==> src/rtl/mtr_pkg.sv <==
// Shared motor-path types: signed wheel speed, its legal magnitude, the slew channel
// states, and the effective-target helper used by both the channel and the top level.
package mtr_pkg;

   typedef logic signed [10:0] spd_t;

   localparam spd_t SPD_MAX = 11'sd1023;

   typedef enum logic [1:0] {RUN, TO_ZERO, DWELL} slew_st_t;

   // Effective target: zero when not moving, otherwise the target with -1024 folded to
   // -1023 so the output range is symmetric.
   function automatic spd_t eff_tgt(input spd_t tgt, input logic moving);
      if (!moving) begin
         return '0;
      end
      if (tgt < -SPD_MAX) begin
         return -SPD_MAX;
      end
      return tgt;
   endfunction

endpackage

==> src/rtl/spd_slew_if.sv <==
// Speed-target / slewed-speed bundle between the PID controller, the slew limiter and
// the motor drive.
//   tgt_lft, tgt_rght : signed raw targets from the PID
//   moving            : 1 = track targets, 0 = ramp to zero
//   lft_spd, rght_spd : signed slewed speeds to the motor drive
//   settled           : both channels running and at their effective targets
// master drives targets (controller side); slave is the slew limiter.
interface spd_slew_if;
   import mtr_pkg::*;

   spd_t tgt_lft;
   spd_t tgt_rght;
   logic moving;
   spd_t lft_spd;
   spd_t rght_spd;
   logic settled;

   modport master (
      output tgt_lft,
      output tgt_rght,
      output moving,
      input  lft_spd,
      input  rght_spd,
      input  settled
   );

   modport slave (
      input  tgt_lft,
      input  tgt_rght,
      input  moving,
      output lft_spd,
      output rght_spd,
      output settled
   );

endinterface

==> src/rtl/spd_slew_chnl.sv <==
// One wheel channel of the slew limiter: clamp/step datapath plus the reversal FSM and
// its dwell counter. Everything advances only on tick; between ticks it holds.
//   clk, rst_n : clock, asynchronous active-low reset
//   tick       : one-clk slew strobe from the shared prescaler
//   moving     : 0 forces the effective target to zero
//   tgt        : signed raw target
//   spd        : signed slewed speed (registered)
//   in_run     : channel FSM is in RUN
module spd_slew_chnl
   import mtr_pkg::*;
#(
   parameter int unsigned STEP        = 8,
   parameter int unsigned DWELL_TICKS = 4
) (
   input  logic clk,
   input  logic rst_n,
   input  logic tick,
   input  logic moving,
   input  spd_t tgt,
   output spd_t spd,
   output logic in_run
);

   localparam int unsigned CW = (DWELL_TICKS > 1) ? $clog2(DWELL_TICKS) : 1;
   localparam logic [CW-1:0]       DWELL_LAST = CW'(DWELL_TICKS - 1);
   localparam logic signed [11:0]  STEP_W     = 12'(STEP);
   localparam spd_t                STEP_V     = 11'(STEP);

   slew_st_t      st_q, st_d;
   spd_t          spd_q, spd_d;
   logic [CW-1:0] cnt_q, cnt_d;
   spd_t          eff;
   logic          reversing;

   // Move cur by at most STEP toward dst; the difference is taken in 12 bits so that
   // +1023 - -1023 cannot wrap.
   function automatic spd_t step_toward(input spd_t cur, input spd_t dst);
      logic signed [11:0] diff;
      logic signed [11:0] mag;
      diff = {dst[10], dst} - {cur[10], cur};
      mag  = (diff < 0) ? -diff : diff;
      if (mag <= STEP_W) begin
         return dst;
      end
      return (diff < 0) ? (cur - STEP_V) : (cur + STEP_V);
   endfunction

   always_comb begin
      eff       = eff_tgt(tgt, moving);
      // A zero speed or zero target never counts as a reversal.
      reversing = (spd_q != '0) && (eff != '0) && (eff[10] != spd_q[10]);
      st_d      = st_q;
      spd_d     = spd_q;
      cnt_d     = cnt_q;
      if (tick) begin
         unique case (st_q)
            RUN: begin
               if (reversing) begin
                  spd_d = step_toward(spd_q, '0);
                  // Landing on zero in this very step goes straight to the dwell, otherwise
                  // TO_ZERO would see spd==0 next tick and skip it.
                  st_d  = (spd_d == '0) ? mtr_pkg::DWELL : TO_ZERO;
                  cnt_d = '0;
               end else begin
                  spd_d = step_toward(spd_q, eff);
               end
            end
            TO_ZERO: begin
               if (!reversing) begin
                  st_d  = RUN;
                  spd_d = step_toward(spd_q, eff);
               end else begin
                  spd_d = step_toward(spd_q, '0);
                  if (spd_d == '0) begin
                     st_d  = mtr_pkg::DWELL;
                     cnt_d = '0;
                  end
               end
            end
            mtr_pkg::DWELL: begin
               spd_d = '0;
               cnt_d = CW'(cnt_q + 1'b1);
               if (cnt_q == DWELL_LAST) begin
                  st_d  = RUN;
                  cnt_d = '0;
               end
            end
            default: begin
               st_d  = RUN;
               cnt_d = '0;
            end
         endcase
      end
   end

   always_ff @(posedge clk or negedge rst_n) begin
      if (!rst_n) begin
         st_q  <= RUN;
         spd_q <= '0;
         cnt_q <= '0;
      end else begin
         st_q  <= st_d;
         spd_q <= spd_d;
         cnt_q <= cnt_d;
      end
   end

   assign spd    = spd_q;
   assign in_run = (st_q == RUN);

endmodule

==> src/rtl/spd_slew.sv <==
// Wheel-speed slew limiter between the PID heading controller and the motor drive.
// Bounds per-tick speed change, ramps to zero when not moving, and dwells at zero before
// any direction reversal.
//   clk, rst_n : clock, asynchronous active-low reset
//   bus        : spd_slew_if slave (targets/moving in, slewed speeds/settled out)
module spd_slew #(
   parameter int unsigned STEP     = 8,
   parameter int unsigned TICK_DIV = 1024,
   parameter int unsigned DWELL    = 4
) (
   input  logic       clk,
   input  logic       rst_n,
   spd_slew_if.slave  bus
);
   import mtr_pkg::*;

   localparam int unsigned PW = $clog2(TICK_DIV);
   localparam logic [PW-1:0] PRE_LAST = PW'(TICK_DIV - 1);

   logic [PW-1:0] pre_q, pre_d;
   logic          tick;
   spd_t          lft_spd, rght_spd;
   logic          run_l, run_r;
   logic          settled_q, settled_d;

   assign tick  = (pre_q == PRE_LAST);
   assign pre_d = tick ? '0 : PW'(pre_q + 1'b1);

   always_ff @(posedge clk or negedge rst_n) begin
      if (!rst_n) begin
         pre_q <= '0;
      end else begin
         pre_q <= pre_d;
      end
   end

   spd_slew_chnl #(
      .STEP        (STEP),
      .DWELL_TICKS (DWELL)
   ) u_lft (
      .clk    (clk),
      .rst_n  (rst_n),
      .tick   (tick),
      .moving (bus.moving),
      .tgt    (bus.tgt_lft),
      .spd    (lft_spd),
      .in_run (run_l)
   );

   spd_slew_chnl #(
      .STEP        (STEP),
      .DWELL_TICKS (DWELL)
   ) u_rght (
      .clk    (clk),
      .rst_n  (rst_n),
      .tick   (tick),
      .moving (bus.moving),
      .tgt    (bus.tgt_rght),
      .spd    (rght_spd),
      .in_run (run_r)
   );

   // Evaluated every clk against the live inputs, not just on tick.
   always_comb begin
      settled_d = run_l && run_r &&
                  (lft_spd  == eff_tgt(bus.tgt_lft,  bus.moving)) &&
                  (rght_spd == eff_tgt(bus.tgt_rght, bus.moving));
   end

   always_ff @(posedge clk or negedge rst_n) begin
      if (!rst_n) begin
         settled_q <= 1'b0;
      end else begin
         settled_q <= settled_d;
      end
   end

   assign bus.lft_spd  = lft_spd;
   assign bus.rght_spd = rght_spd;
   assign bus.settled  = settled_q;

endmodule
==> src/flat_wrapper.sv <==
// flat-port wrapper written by rule: the top's interface ports become plain ports
module spd_slew_flat import mtr_pkg::*;
#(
   parameter int unsigned STEP     = 8,
   parameter int unsigned TICK_DIV = 1024,
   parameter int unsigned DWELL    = 4
)
  (clk, rst_n, bus_tgt_lft, bus_tgt_rght, bus_moving, bus_lft_spd, bus_rght_spd, bus_settled);
  spd_slew_if bus_i ();
  input  logic clk;
  input  logic rst_n;
  input wire logic [$bits(bus_i.tgt_lft)-1:0] bus_tgt_lft;
  input wire logic [$bits(bus_i.tgt_rght)-1:0] bus_tgt_rght;
  input wire logic [$bits(bus_i.moving)-1:0] bus_moving;
  output wire logic [$bits(bus_i.lft_spd)-1:0] bus_lft_spd;
  output wire logic [$bits(bus_i.rght_spd)-1:0] bus_rght_spd;
  output wire logic [$bits(bus_i.settled)-1:0] bus_settled;
  assign bus_i.tgt_lft = bus_tgt_lft;
  assign bus_i.tgt_rght = bus_tgt_rght;
  assign bus_i.moving = bus_moving;
  assign bus_lft_spd = bus_i.lft_spd;
  assign bus_rght_spd = bus_i.rght_spd;
  assign bus_settled = bus_i.settled;
  spd_slew #(.STEP(STEP), .TICK_DIV(TICK_DIV), .DWELL(DWELL)) u_core (.clk(clk), .rst_n(rst_n), .bus(bus_i));
endmodule
==> config.mk <==
export PLATFORM = sky130hd
export DESIGN_NAME = spd_slew_flat
export DESIGN_NICKNAME = d
export VERILOG_FILES = /design/src/rtl/mtr_pkg.sv /design/src/rtl/spd_slew_if.sv /design/src/rtl/spd_slew_chnl.sv /design/src/rtl/spd_slew.sv /design/src/flat_wrapper.sv
export SDC_FILE = /design/constraint.sdc
export NUM_CORES = 1
export LEC_CHECK = 0
export BUFFER_PORTS_ARGS = -buffer_cell sky130_fd_sc_hd__buf_4
export CORE_UTILIZATION = 35
export CTS_CLUSTER_DIAMETER = 200
export DETAILED_ROUTE_END_ITERATION = 16
export PLACE_DENSITY_LB_ADDON = 0.2
export SYNTH_ARGS = -nofsm -noshare
export SYNTH_HDL_FRONTEND = slang
export SYNTH_HIERARCHICAL = 1
export SYNTH_SLANG_ARGS = --single-unit
==> constraint.sdc <==
create_clock -name clk -period 3.7 [get_ports clk]
set_input_delay 0.185 -clock clk [delete_from_list [all_inputs] [get_ports clk]]
set_output_delay 0.185 -clock clk [all_outputs]
set_load 0.03 [all_outputs]
---- Word level (Yosys, flattened, before mapping) ----
Index checks and enable logic that the tools add are counted.
operators by class
  $lt $le $gt $ge ......................... 10
  equality and inequality tests ........... 21
  mux-type cells .......................... 96
  $add $sub $neg .......................... 15
  reductions and logical operators ........ 25
operators with widths
  cell                                                                               count
  11-bit two-way mux                                                                 39
  11-bit one-hot mux with 3 select lines                                             2
  12-bit by 5-bit less-or-equal comparator with 1-bit output, second input constant  4
  12-bit by 1-bit < comparator with 1-bit output, second input constant              4
  12-bit two-way mux                                                                 4
  12-bit negation                                                                    4
  11-bit zero test                                                                   4
  11-bit nonzero test                                                                4
  2-bit two-way mux                                                                  18
  1-bit two-way mux                                                                  28
  2-bit one-hot mux with 3 select lines                                              4
  1-bit by 11-bit subtractor with 12-bit output, first input constant                2
  11-bit by 11-bit subtractor with 12-bit output                                     2
  11-bit by 5-bit adder with 11-bit output, second input constant                    2
  11-bit equality test                                                               2
  11-bit < comparator, second input constant                                         2
  11-bit by 5-bit subtractor with 11-bit output, second input constant               2
  2-bit inequality test, second input constant                                       8
  4-bit AND reduction                                                                4
  10-bit by 1-bit adder with 10-bit output, second input constant                    1
  10-bit equality test, second input constant                                        1
  10-bit two-way mux                                                                 1
  2-bit equality test, second input constant                                         4
  1-bit logical AND                                                                  7
  7 further kinds                                                                    14
word-level totals
  input port bits ......................... 25
  register bits after elaboration ......... 41
  output and inout port bits .............. 23
  logic and storage cells ................. 175

---- Longest topological paths before layout ----
  word-level depth ........................ 19
  gate-level depth with buffers ........... 21
  depth with buffers taken out ............ 19

---- Hierarchy ----
The synthesis kept the hierarchy.
modules (own cells, without submodules)
  module                          cells each  times used  area an instance (um^2)  seq. area each (um^2)
  spd_slew_chnl at u_core.u_rght  440         1           3186.8                   375.4
  spd_slew_chnl at u_core.u_lft   380         1           2869.0                   375.4
  spd_slew                        133         1           1069.8                   275.3

---- Worst setup path before layout ----
No wires, ideal clock.
  kind .................................... input port to flip-flop
  from .................................... input port bus_tgt_rght[5]
  to ...................................... register u_core.u_rght.spd_q[5] (netlist: u_core/u_rght/spd[5])
  arrival time ............................ 4.365 ns
  buffers on the path ..................... 0
  data required time ...................... 3.567 ns
  setup slack ............................. -0.799 ns
  setup time .............................. 0.133 ns
  stages on the path ...................... 17
  path through ............................ or4_1 o41ai_1 ha_1 o21ai_0 ha_1 inv_1 fa_1 a211oi_1 nor2_1 xor2_1 or3_1 nor2_1 o21ai_1 a311oi_2 a31oi_2 o211ai_1 o211ai_1
on the way
  cells in the longest elaborated chain, start to end .. 16
  elaborated cells on any way between the ends .. 28
  those cells by class .................... 2 x add/sub; 3 x order compare; 1 x eq/ne; 19 x mux; 3 x reduce/logical
ends and longest elaborated chain
  item                                                                                      line                                      text
  from (decl)                                                                               flat_wrapper.sv:13                        input wire logic [$bits(bus_i.tgt_rght)-1:0] bus_tgt_rght;
  11-bit < comparator                                                                       mtr_pkg.sv:17                             if (tgt < -SPD_MAX) begin
  1-bit two-way mux (2 in series)                                                           mtr_pkg.sv:17
  11-bit two-way mux *                                                                      mtr_pkg.sv:20                             return tgt;
  11-bit two-way mux *                                                                      mtr_pkg.sv:17
  11-bit by 11-bit subtractor with 12-bit output                                            spd_slew_chnl.sv:40                       diff = {dst[10], dst} - {cur[10], cur};
  12-bit negation / 12-bit by 1-bit < comparator with 1-bit output (equally long branches)  spd_slew_chnl.sv:41, spd_slew_chnl.sv:45
  12-bit two-way mux                                                                        spd_slew_chnl.sv:41                       mag = (diff < 0) ? -diff : diff;
  12-bit by 5-bit less-or-equal comparator with 1-bit output                                spd_slew_chnl.sv:42                       if (mag <= STEP_W) begin
  1-bit two-way mux                                                                         spd_slew_chnl.sv:42
  1-bit two-way mux                                                                         spd_slew_chnl.sv:58, spd_slew_chnl.sv:69
  1-bit two-way mux                                                                         spd_slew_chnl.sv:56                       unique case (st_q)
  1-bit two-way mux                                                                         spd_slew_chnl.sv:55                       if (tick) begin
  11-bit two-way mux                                                                        spd_slew_chnl.sv:45                       return (diff < 0) ? (cur - STEP_V) : (cur + STEP_V);
  11-bit two-way mux (on tied branches)                                                     spd_slew_chnl.sv:69, spd_slew_chnl.sv:58
  11-bit one-hot mux with 3 select lines *                                                  spd_slew_chnl.sv:56
  to (signal assigned)                                                                      spd_slew_chnl.sv:103                      spd_q <= spd_d;
  to (decl)                                                                                 spd_slew_chnl.sv:30                       spd_t spd_q, spd_d;
Mark *: on every way between the ends. The rest lies on a longest branch, timed or not. The select of a mux whose other input is x is not followed.
A chain may end at the register's enable or synchronous reset.

---- Worst setup path in the final report ----
  from .................................... input port bus_tgt_rght[5]
  to ...................................... register u_core.u_rght.spd_q[3] (netlist: u_core/u_rght/spd[3])
Same word-level chain as after synthesis.

==> flow_metrics.tcl <==
set metrics [dict create \
    ys_dominant_reg_cell "dfrtp_1" \
    placement.cell_area_um2 9181 \
    ff_latch_area_um2 1030 \
    min_path_cells 3 \
    grt_start_max_net_pins 42 \
    ant_nets 0 \
    tritoncts.num_buffers 5 \
    rsz0062_at_grt "yes" \
    synth_fp_nets 1019 \
    gr-total-overflow 0 \
    number_of_h_tree_levels 2 \
    timing.hold.worst.start "bus_tgt_lft[6]" \
    chipWidth_um 144.7 \
    final_design_area_no_fill_um2 10080 \
    floorplan.initialDensity 0.3614 \
    synth-simple-area-share 0.3073 \
    critical_path.reg2reg.endpoint "u_core/u_rght/st_q[0]" \
    drt_first_pass_iters 5 \
    cell_seen_most_often_among_critical_path_stages "buf_4" \
    worstHoldEndpoint "u_core/u_lft/spd[6]" \
    ys_async_sr_fraction 1.000 \
    drtIter0Drc 651 \
    detailedPlacementHpwl_um 20350 \
    worst_ir_drop_vdd_v 0.0001659 \
    synth-xor-area-share 0.07199 \
    critPathMaxFanout 8 \
    initial_antenna_violation_count 0 \
    yosys-mux-area-fraction 0.02722 \
    final_slew_violations 0 \
    critPathRequiredTime_ns 3.87 \
    placement_rows 51 \
    port-buffer-count 47 \
    tritoncts "built" \
    synthAdderAreaFrac 0.07410 \
    static_leakage_nw 4.302 \
    synth_top_cell_by_area "dfrtp_1" \
    detail_route.drc_violations 0 \
    period_share 1.140 \
    place_congestion 0.9387 \
    worst_path_largest_cell_delay_ns 0.52 \
    number_of_global_route_vias_before_repair 7901 \
    number_of_cells_on_the_worst_reg_to_reg_path 11 \
    hold_path_class "primary input to flop" \
    num_vias 8417 \
    critical_path.reg2reg.startpoint "u_core/u_rght/spd[0]" \
    power.density_cell_area_nw_per_um2 210.4 \
    reg2reg_setup_slack_ns 0.12 \
    timing.clock.skew_ns 0.007423 \
    insertion_delay_ns 0.30 \
    area_growth_syn_to_layout_pct 41.47 \
    via_per_inst 5.853 \
    setup.worst_path.start_class "primary input" \
    worstPathArrival_ns 4.39 \
    cts.path.max_buffers 2 \
    yosysTopAreaCellShare 0.1440 \
    period_minus_slack_ns 4.217 \
    grt_first_pass_wirelength_um 40870 \
    cts_root_buffer "clkbuf_16" \
    finalNetCount 1238 \
    timing.critical_path.buf_inv 5 \
    floorplan.io_pins 48 \
    fp.dieH_um 144.7 \
    setup.worst_path.end_class "flop" \
    run_status "complete, but fails checks" \
    timing_worst_slew_pin_value_ns 0.7014 \
    cts.clk_slew.worst_paths_ns 0.07 \
    compound_gate_fraction_of_synth_area 0.3189 \
    report.final.hold_viol_count 0 \
    yosysSeqAreaShare 0.1440 \
    max_slew_margin 0.5299 \
    syn_avg_cell_area_um2 7.477 \
    routed_wirelength_um 26360 \
    synth-edff-count 0 \
    placeableCoreArea_um2 19720 \
    fmax_mhz 237.1 \
    timing.hold.ws_ns 0.2295 \
    die_area_um2 20930 \
    synth_top_family_by_area "compound AO/OA/AOI/OAI gates" \
    timing.final.ws_setup_ns -0.5173 \
    report.final.setup_viol 22 \
    post_synth_num_cell_types 110 \
    max_cap_violations 0 \
    track_usage 0.2495 \
    violations "negative setup slack" \
    total_area_of_multi_input_combinational_cells_um2 6360 \
    setup.worst_path.class "primary input to flop" \
    synth_top_cells_by_area "dfrtp_1, ha_1, xnor2_1" \
    drive_above_1_share 0.3427 \
    timing.critical_path.max_delay_family "compound AO/OA/AOI/OAI gates" \
    wire_per_inst_um 18.33 \
    critical_path.slowest_cell "or4_4" \
    ys_warn_count 6 \
    post_synth_instance_area_um2 7126 \
    n_antenna_cell 0 \
    layout.filler_cells 1887 \
    cts.sink_count 41 \
    ys_seq_elements 41 \
    fin_setup_tns_ns -5.700 \
    post_synth_inst_count 953 \
    power_w 0.002121 \
    critical_path.cell_chain "buf_6 > or4_4 > o41ai_2 > ha_1 > o21ai_2 > ha_2 > inv_2 > fa_2 > a211oi_4 > buf_4 > o211ai_1 > buf_4 > a211o_1 > a22o_1 > o211a_4 > a21boi_4 > buf_4 > a2bb2oi_2 > o31ai_1" \
]
state kept, by name, summed over array words and instances, names as in the netlist:
name and count:
u_core/u_rght/st_q 2, u_core/u_lft/spd 11, u_core/u_rght/spd 11, u_core/u_rght/cnt_q 2, u_core/u_lft/st_q 2, u_core/pre_q 10
u_core/bus.settled 1, u_core/u_lft/cnt_q 2
synthesized netlist by cell type, drive strengths merged (11+ instances only):
library cell,number
a211oi,13
dfrtp,41
nand3,36
a21o,15
or3,16
clkbuf,25
ha,39
mux2i,16
nand4,13
nor2,85
and2,22
nor3,35
a31oi,19
xnor2,46
buf,16
a21oi,48
o21ai,53
inv,54
o21a,11
and3,15
nor2b,19
nand2,80
o211ai,27
nand2b,12
nor4,17
cells in the final DEF (no fill, tap or decap), types with 16 or more instances in the layout:
cell	instances
nor2_1	78
o21ai_0	30
ha_1	30
inv_1	48
o211ai_1	27
buf_4	233
nand2_1	72
xnor2_1	42
nor3_1	28
a21oi_1	40
and2_1	18
nor2b_1	16
a31oi_1	16
o21ai_1	17
mux2i_1	16
dfrtp_1	38
nand3_1	33
per-stage QoR:
| stage | std cells | util | setup slack [ns] |
|---|---|---|---|
| after floorplan | 953 | - | -0.4107 |
| after global placement | 1403 | 0.4656 | -0.7878 |
| after detailed placement | 1403 | 0.4656 | -0.8433 |
| after CTS | 1421 | 0.4952 | -0.4541 |
| after global routing | 1438 | 0.5113 | -0.6147 |
| final | 1438 | 0.5113 | -0.5173 |
kinds of logic after synthesis:
group                      Yosys count
buffers and inverters               97
xor gates and xnor gates            57
muxes                               19
and+or+nand+nor                    391
AOI/OAI and AO/OA                  307
DFF                                 41
adders and majority gates           41
what timing repair did:
item | 4_1_cts | 5_1_grt
hold buffers | 1 | 0
buffers inserted | 8 | 17
endpoints found under the setup margin | 22 | 24
endpoints found under the hold margin | 41 | 0
resized for setup | 66 | 37
pin swaps | 50 | 31
gates cloned | 1 | 0
area by class of cell:
class,count,share of cell area
Clock buffer,5,0.01241
Sequential cell,41,0.1021
Inverter,56,0.02085
Tap cell,265,0.03289
Multi-Input combinational cell,816,0.6309
Clock inverter,3,0.004592
Timing Repair Buffer,252,0.1962
tightest hold or removal path, cell delays in order:
cell,delay [ns]
buf_8,0.08
buf_4,0.12
a21o_1,0.10
per-layer routing:
metal	share of wire	vias to the layer above	GRT usage
met5	0	-	0
met4	0.036	0	0.09584
met3	0.044	65	0.02040
met2	0.49	289	0.4400
met1	0.43	4004	0.3143
li1	-	4059	-
how the worst max path moves through the flow:
stage	from	end	slack, ns	cells after the start
floorplan	bus_tgt_rght[5]	u_core/u_rght/spd[0]	-0.41	17
global placement	bus_tgt_rght[5]	u_core/u_rght/spd[4]	-0.79	19
detailed placement	bus_tgt_rght[5]	u_core/u_rght/spd[4]	-0.84	19
CTS	bus_tgt_rght[5]	u_core/u_rght/spd[4]	-0.45	19
global route	bus_tgt_rght[5]	u_core/u_rght/spd[3]	-0.61	21
finish	bus_tgt_rght[5]	u_core/u_rght/spd[3]	-0.52	19
where the power goes:
part | internal (W) | switching (W) | total, W
Combinational | 0.000519 | 0.000610 | 0.00113
Clock | 0.000320 | 0.000209 | 0.000529
Sequential | 0.000457 | 0.00000659 | 0.000464
(Power assumes the default switching activity.)
